--- config.mk ---
export PLATFORM = sky130hd
export DESIGN_NAME = seg7_scan_ctrl
export DESIGN_NICKNAME = d
export VERILOG_FILES = /design/src/rtl/seg7_scan_ctrl.sv
export SDC_FILE = /design/constraint.sdc
export NUM_CORES = 1
export LEC_CHECK = 0
export BUFFER_PORTS_ARGS = -buffer_cell sky130_fd_sc_hd__clkbuf_2
export CAP_MARGIN = 20
export CORE_MARGIN = 8
export CORE_UTILIZATION = 56
export CTS_CLUSTER_SIZE = 40
export DETAILED_ROUTE_END_ITERATION = 16
export PLACE_DENSITY_LB_ADDON = 0.1
export SLEW_MARGIN = 5
export SYNTH_ARGS = -nofsm -noshare
export SYNTH_HDL_FRONTEND = slang
export SYNTH_SLANG_ARGS = --single-unit
--- constraint.sdc ---
create_clock -name clk -period 2.7 [get_ports clk]
set_input_delay 0 -clock clk [delete_from_list [all_inputs] [get_ports clk]]
set_output_delay 0 -clock clk [all_outputs]
set_load 0.03 [all_outputs]
--- src/rtl/seg7_scan_ctrl.sv ---
// Multiplexed N-digit 7-segment scan controller: hex decode, decimal points, leading-zero
// blanking, per-digit blink and PWM brightness, with inputs snapshotted once per frame.
module seg7_scan_ctrl #(
    parameter int unsigned NUM_DIGITS  = 4,
    parameter int unsigned DIV_BITS    = 18,
    parameter int unsigned BRIGHT_BITS = 3,
    parameter int unsigned BLINK_BITS  = 6
) (
    input  logic                    clk,
    input  logic                    clr,
    input  logic                    en,
    input  logic [4*NUM_DIGITS-1:0] x,
    input  logic [NUM_DIGITS-1:0]   dp_mask,
    input  logic [NUM_DIGITS-1:0]   blink_mask,
    input  logic                    lzb,
    input  logic [BRIGHT_BITS-1:0]  bright,
    output logic [6:0]              a_to_g,
    output logic [NUM_DIGITS-1:0]   an,
    output logic                    dp,
    output logic                    frame_start
);

    localparam int unsigned IdxW = (NUM_DIGITS > 1) ? $clog2(NUM_DIGITS) : 1;
    localparam logic [IdxW-1:0] LastIdx = IdxW'(NUM_DIGITS - 1);

    logic [DIV_BITS-1:0]     presc_q;
    logic [IdxW-1:0]         idx_q;
    logic [BLINK_BITS-1:0]   frame_cnt_q;
    logic [4*NUM_DIGITS-1:0] x_snap_q;
    logic [NUM_DIGITS-1:0]   dp_snap_q;
    logic [NUM_DIGITS-1:0]   blink_snap_q;
    logic                    lzb_snap_q;

    logic                    slot_end;
    logic                    wrap;
    logic [3:0]              nib;
    logic                    dp_sel;
    logic                    blink_sel;
    logic                    lz_sel;
    logic [BRIGHT_BITS-1:0]  pwm_phase;
    logic                    blank;
    logic [6:0]              seg_d;
    logic [NUM_DIGITS-1:0]   an_d;
    logic                    dp_d;

    function automatic logic [6:0] hex_to_seg(input logic [3:0] v);
        logic [6:0] seg;
        seg = 7'h7F;
        case (v)
            4'h0: seg = 7'h40;
            4'h1: seg = 7'h79;
            4'h2: seg = 7'h24;
            4'h3: seg = 7'h30;
            4'h4: seg = 7'h19;
            4'h5: seg = 7'h12;
            4'h6: seg = 7'h02;
            4'h7: seg = 7'h78;
            4'h8: seg = 7'h00;
            4'h9: seg = 7'h10;
            4'hA: seg = 7'h08;
            4'hB: seg = 7'h03;
            4'hC: seg = 7'h46;
            4'hD: seg = 7'h21;
            4'hE: seg = 7'h06;
            4'hF: seg = 7'h0E;
        endcase
        return seg;
    endfunction

    assign slot_end  = &presc_q;
    assign wrap      = slot_end && (idx_q == LastIdx);
    assign pwm_phase = presc_q[DIV_BITS-1 -: BRIGHT_BITS];

    // Select the current digit's snapshot fields; a digit is LZ-blanked only if it and
    // every more-significant nibble is zero, and never for digit 0.
    always_comb begin
        nib       = 4'h0;
        dp_sel    = 1'b0;
        blink_sel = 1'b0;
        lz_sel    = (idx_q != '0);
        for (int i = 0; i < NUM_DIGITS; i++) begin
            if (idx_q == IdxW'(i)) begin
                nib       = x_snap_q[4*i +: 4];
                dp_sel    = dp_snap_q[i];
                blink_sel = blink_snap_q[i];
            end
            if ((IdxW'(i) >= idx_q) && (x_snap_q[4*i +: 4] != 4'h0)) begin
                lz_sel = 1'b0;
            end
        end
    end

    always_comb begin
        blank = !en
             || (blink_sel && frame_cnt_q[BLINK_BITS-1])
             || (lzb_snap_q && lz_sel)
             || (pwm_phase > bright);
        seg_d = blank ? 7'h7F : hex_to_seg(nib);
        dp_d  = blank ? 1'b1 : ~dp_sel;
        an_d  = '1;
        for (int i = 0; i < NUM_DIGITS; i++) begin
            if (!blank && (idx_q == IdxW'(i))) begin
                an_d[i] = 1'b0;
            end
        end
    end

    always_ff @(posedge clk) begin
        if (clr) begin
            presc_q      <= '0;
            idx_q        <= '0;
            frame_cnt_q  <= '0;
            x_snap_q     <= '0;
            dp_snap_q    <= '0;
            blink_snap_q <= '0;
            lzb_snap_q   <= 1'b0;
            a_to_g       <= 7'h7F;
            an           <= '1;
            dp           <= 1'b1;
            frame_start  <= 1'b0;
        end else begin
            presc_q <= presc_q + 1'b1;
            if (slot_end) begin
                idx_q <= wrap ? '0 : idx_q + 1'b1;
            end
            if (wrap) begin
                frame_cnt_q  <= frame_cnt_q + 1'b1;
                x_snap_q     <= x;
                dp_snap_q    <= dp_mask;
                blink_snap_q <= blink_mask;
                lzb_snap_q   <= lzb;
            end
            frame_start <= wrap;
            a_to_g      <= seg_d;
            an          <= an_d;
            dp          <= dp_d;
        end
    end

endmodule

* Yosys cells after proc, flatten, opt, wreduce, memory -nomap -nowiden *
Memory sizes are Yosys's and may differ from the RTL's. A register that Yosys moved wholly into a read port is not among the register bits.
Index checks and enable logic that the tools add are counted.

storage, ports and cells
  output and inout bits = 13
  register bits after elaboration = 57
  memories kept = 1
  input bits = 31
  bits in read-only memories = 112

memory list
  name              depth  bits a word  read ports  clocked after Yosys merged registers in  wr ports  RTL line  source
  (name not given)  16     7            1           1                                        0         49        case (v)

operators by class
  reductions and logical operators = 24
  bitwise logic cells = 1
  magnitude comparators = 5
  muxes and demuxes = 21
  add/subtract/negate cells = 3
  eq/ne operators = 3

operators by type and width
  operator                                                                             number
  18-bit by 1-bit adder with 18-bit output (second input constant)                     1
  18-bit AND reduction                                                                 1
  1-bit two-way mux                                                                    16
  4-bit two-way mux                                                                    4
  4-bit nonzero test                                                                   4
  1-bit logical AND                                                                    11
  6-bit by 1-bit adder with 6-bit output (second input constant)                       1
  2-bit equality test (second input constant)                                          2
  1-bit by 2-bit greater-or-equal comparator with 1-bit output (first input constant)  2
  2-bit greater-or-equal comparator (first input constant)                             2
  3-bit > comparator                                                                   1
  1-bit logical OR                                                                     3
  2-bit by 1-bit adder with 2-bit output (second input constant)                       1
  2-bit by 1-bit equality test with 1-bit output (second input constant)               1
  1-bit zero test                                                                      2
  2-bit zero test                                                                      1
  2-bit two-way mux                                                                    1
  2-bit nonzero test                                                                   1
  2-bit OR reduction                                                                   1
  1-bit NOT                                                                            1

* Depth between registers and ports, before layout *
  depth in word-level cells = 12
  depth in mapped cells = 11
  mapped depth without buffers = 10

* Worst setup path before layout *
No wires, ideal clock.

  path kind = flip-flop to flip-flop
  start point = register idx_q[0]
  end point = register a_to_g[6]
  data required time = 2.552 ns
  arrival = 2.335 ns
  buffers on the path = 2
  stages on the path, launching flop included = 12
  setup slack = 0.217 ns
  cells stage by stage = dfxtp_1 ha_1 clkbuf_1 clkbuf_1 a211o_1 a21oi_1 a221oi_1 inv_1 ha_1 mux2_2 nand2_1 o311ai_0

on the way
  cells in the longest elaborated chain, start to end = 10

ends and longest elaborated chain
  what                                                                                                    RTL line  source
  from (decl)                                                                                             27        logic [IdxW-1:0] idx_q;
  from (signal assigned)                                                                                  124       idx_q <= wrap ? '0 : idx_q + 1'b1;
  1-bit by 2-bit greater-or-equal comparator with 1-bit output / 2-bit zero test (equally long branches)  87, 82
  1-bit logical AND / 1-bit two-way mux (equally long branches)                                           87, 82
  1-bit two-way mux, on equally long branches (3 in series)                                               87, 82
  1-bit two-way mux / 1-bit logical AND (equally long branches)                                           87, 95
  1-bit logical AND / 1-bit logical OR (equally long branches)                                            96, 95
  1-bit logical OR                                                                                        96        || (lzb_snap_q && lz_sel)
  1-bit logical OR                                                                                        97        || (pwm_phase > bright);
  2-bit OR reduction (no source line)                                                                     --
  to (decl)                                                                                               17        output logic [6:0] a_to_g,

Several ways; a longest one is shown, not always the timed one.
A chain may end at the register's enable or synchronous reset.

* Worst setup path in the final report *
  start point = register idx_q[1]
  end point = register a_to_g[5]

The elaborated chain is that of the path after synthesis.

==> reports/qor.yml <==
synth:
  syn_inst: 348
  yosysTopAreaCell: "dfxtp_1"
  yosys_most_used_dff: "dfxtp_1"
  synth_simple_gate_area_frac: 0.244
  ys_seq_elements: 64
  seq_area_frac_synth: 0.436
  synth_nets: 396
  async_reset_ff_frac: 0
  synth_cell_types: 45
  synthMuxAreaShare: 0.0285
  yosysTopAreaCellShare: 0.436
  avgSynthCellArea_um2: 8.45
  yosys.area_share.adder: 0.0723
  synth_top_family_by_area: "simple AND/OR/NAND/NOR gates"
  syn-cell-area_um2: 2940
  synth_compound_area_frac: 0.124
  synth-edff-count: 0
  synth-xor-area-share: 0.0536
  synth.area.top_cells: "dfxtp_1 (44%), nand2_1 (9.6%), ha_1 (7.2%), a21oi_1 (5.6%), xor2_1 (3.0%)"
  yosysWarnings: 0
sta:
  hold_ws_ps: 164
  tightest_slew_ps: 524
  relSlewSlack: 0.651
  rsz0062_at_grt: "no"
  hold_viol_final: 0
  setup_viol: 0
  fin_worst_skew_ps: 10.1
  finalCriticalPeriod_ps: 2450
  fin_setup_tns_ps: 0
  max_freq_mhz: 407
  finalCritPeriodShare: 0.909
  slew_violations: 0
grt:
  grt_overflow: 0
  grt.total_usage: 0.183
  grt_pass1_vias: 2476
  antenna_found_initial: 0
  grt_pass1_wl_um: 11200
  grt_max_degree: 53
drt:
  via_per_inst: 5.24
  drtIter0Drc: 106
  wl_um: 6660
  drtPass1Iterations: 4
  drc: 0
  final_antenna_net_count: 0
  vias: 2592
  wire_per_inst_um: 13.5
setup_path:
  reg2reg_setup_slack_ps: 250
  crit_family: "compound AO/OA/AOI/OAI gates"
  slowest_delay_ps: 420
  r2r_end: "a_to_g[5]$_SDFF_PP1_"
  worstPathRequired_ps: 2900
  crit_type: "flop to flop"
  slowest_stage: "dfxtp_1"
  path_cells: "inv_1, ha_1, nor2b_1, a221o_1, a22oi_1, inv_1, ha_1, mux2_2, nand2_1, o311ai_0"
  setup.worst_path.end_class: "flop"
  crit_fanout: 6
  reg2reg_from: "idx_q[1]$_SDFFE_PP0P_"
  start_kind: "flop"
  crit_buf_inv: 2
  crit_arrival_ps: 2650
  r2r_cells: 10
power_and_ir_drop:
  p_leak_nw: 1.43
  ir_worst_vdd_mv: 0.389
  swShare: 0.224
  p_clk_frac: 0.415
  powerDensity_nw_per_um2: 493
  comb_power_share: 0.057
  p_switching_mw: 0.408
  pwr-share-seq: 0.527
  p_int_mw: 1.41
cts:
  cts_root_buf: "clkbuf_8"
  clock_sinks: 64
  numCtsBuffers: 9
  cts.path.max_buffers: 2
  htreeDepth: 3
  clk_latency_ps: 340
  cts.clk_slew.worst_paths_ps: 70
  cts_tree: "yes"
layout:
  stdcell_count: 495
  area_growth_pct: 25.6
  antenna_cells: 0
  drive_above_1_share: 0.184
  fin_area_um2: 3690
  utilization: 0.728
  final_nets: 468
placement:
  numPortBuffers: 43
  place_area_um2: 3250
  hpwl_um: 4550
  gp_congestion: 0.869
  placed_cells: 454
status:
  status: "finished, final reports clean"
die:
  pin_count: 44
  core_um2: 5070
  start_util: 0.579
  die-height_um: 88.5
  die_w_um: 88.5
  rows: 26
  dieArea_um2: 7830
min_path:
  hold_class: "input port to flop"
  min_path_cells: 6
  min_to: "dp$_SDFF_PP1_"
  min_from: "clr"
flow_run:
  max_cap_viol_count: 0
## metrics by stage
stage               setup WS (ps)  power (mW)
floorplan                     217        1.02
global placement              339        1.06
detailed placement            176        1.06
CTS                           172        1.84
global route                 26.3        1.88
finish                        245        1.82
## power groups by stage
stage / Sequential [mW] / Combinational (mW) / Clock [mW]
6_report: 0.960 / 0.104 / 0.756
5_1_grt: 0.961 / 0.113 / 0.805
4_1_cts: 0.960 / 0.104 / 0.772
3_5_place_dp: 0.982 / 0.0754 / 0
3_3_place_gp: 0.981 / 0.0746 / 0
2_1_floorplan: 0.993 / 0.0264 / 0
## Yosys cell counts, drive strengths merged, types with 3 or more instances
master,n
and4,3
nor4,6
buf,3
nor3,4
a211oi,4
a21oi,33
nor2,23
xnor2,8
nor2b,6
nand4,5
mux2,3
nand2b,3
mux2i,5
xor2,10
nand2,75
ha,17
dfxtp,64
nand3,7
or3,3
clkbuf,15
o21ai,6
inv,14
nand3b,3
## metal layers
| layer | global-route usage | up-vias | wire length, um |
|---|---|---|---|
| met3 | 0.0501 | 7 | 374 |
| li1 | - | 1327 | - |
| met2 | 0.291 | 51 | 3080 |
| met1 | 0.228 | 1207 | 3130 |
| met4 | 0.0722 | 0 | 78 |
| met5 | 0 | - | 0 |
## what timing repair did
action                                  CTS  global route
gates resized for setup                   0             2
endpoints found under the hold margin    25             0
endpoints found under the setup margin    0             3
hold buffers                             25             0
setup buffers                             0             0
## worst max path at each step
stage                                end             startpoint  cells after the start
finish              a_to_g[5]$_SDFF_PP1_  idx_q[1]$_SDFFE_PP0P_                     10
global route        a_to_g[5]$_SDFF_PP1_  idx_q[1]$_SDFFE_PP0P_                     10
CTS                 a_to_g[5]$_SDFF_PP1_  idx_q[1]$_SDFFE_PP0P_                     10
detailed placement  a_to_g[5]$_SDFF_PP1_  idx_q[1]$_SDFFE_PP0P_                     10
global placement    a_to_g[6]$_SDFF_PP1_  idx_q[0]$_SDFFE_PP0P_                     10
floorplan           a_to_g[6]$_SDFF_PP1_  idx_q[0]$_SDFFE_PP0P_                     11
## logic make-up after synthesis
| logic type | Yosys count |
|---|---|
| AOI/OAI and AO/OA | 60 |
| DFF | 64 |
| buffers and inverters | 32 |
| and+or+nand+nor | 149 |
| xor gates and xnor gates | 18 |
| adders and majority gates | 17 |
| muxes | 8 |
## worst reg2reg max path: cells and delay by family (launching register included)
kind                     cells  cell delay [ps]
AO/OA/AOI/OAI                3              620
adder cells (fa/ha/maj)      2              530
flip-flops                   1              420
multiplexers                 1              270
buffers and inverters        2              240
AND/OR/NAND/NOR              2              240
## flip-flops by register name, summed over array words and instances (netlist names), 2 cells and up
register / cells
a_to_g: 7
frame_cnt_q: 6
idx_q: 2
dp_snap_q: 4
blink_snap_q: 4
x_snap_q: 16
an: 4
presc_q: 18
## area by class of cell
type                       instances  area (um2)
clock buffer                      13         169
clock inverter                     3        15.0
fill                             414        1380
inverter                          14        52.6
multi-input combinational        252        1540
sequential                        64        1280
tap                               70        87.6
timing repair buffer              79         548
## cells in the final DEF, fill, tap and decap left out, drive strengths merged, types with 2 or more instances in the layout
| master | synthesis | layout |
|---|---|---|
| and4 | 3 | 3 |
| o21ai | 6 | 6 |
| nand4 | 5 | 5 |
| o221ai | 2 | 2 |
| nand2b | 3 | 3 |
| clkbuf | 15 | 56 |
| mux2 | 3 | 3 |
| nor2 | 23 | 23 |
| ha | 17 | 17 |
| nand2 | 75 | 75 |
| nor3b | 2 | 2 |
| o22ai | 2 | 2 |
| dfxtp | 64 | 64 |
| a221oi | 2 | 2 |
| and3 | 2 | 2 |
| a211oi | 4 | 4 |
| dlygate4sd3 | 0 | 25 |
| o311ai | 2 | 2 |
| clkinv | 0 | 3 |
| nor3 | 4 | 4 |
| or3 | 3 | 3 |
| or4 | 2 | 2 |
| xnor2 | 8 | 8 |
| o211ai | 2 | 2 |
| and2 | 2 | 2 |
| a21oi | 33 | 33 |
| buf | 3 | 11 |
| mux2i | 5 | 5 |
| nor2b | 6 | 6 |
| nand3 | 7 | 7 |
| xor2 | 10 | 10 |
| nor4 | 6 | 6 |
| nand3b | 3 | 3 |
| inv | 14 | 14 |
Power figures use the tool's default switching activity.
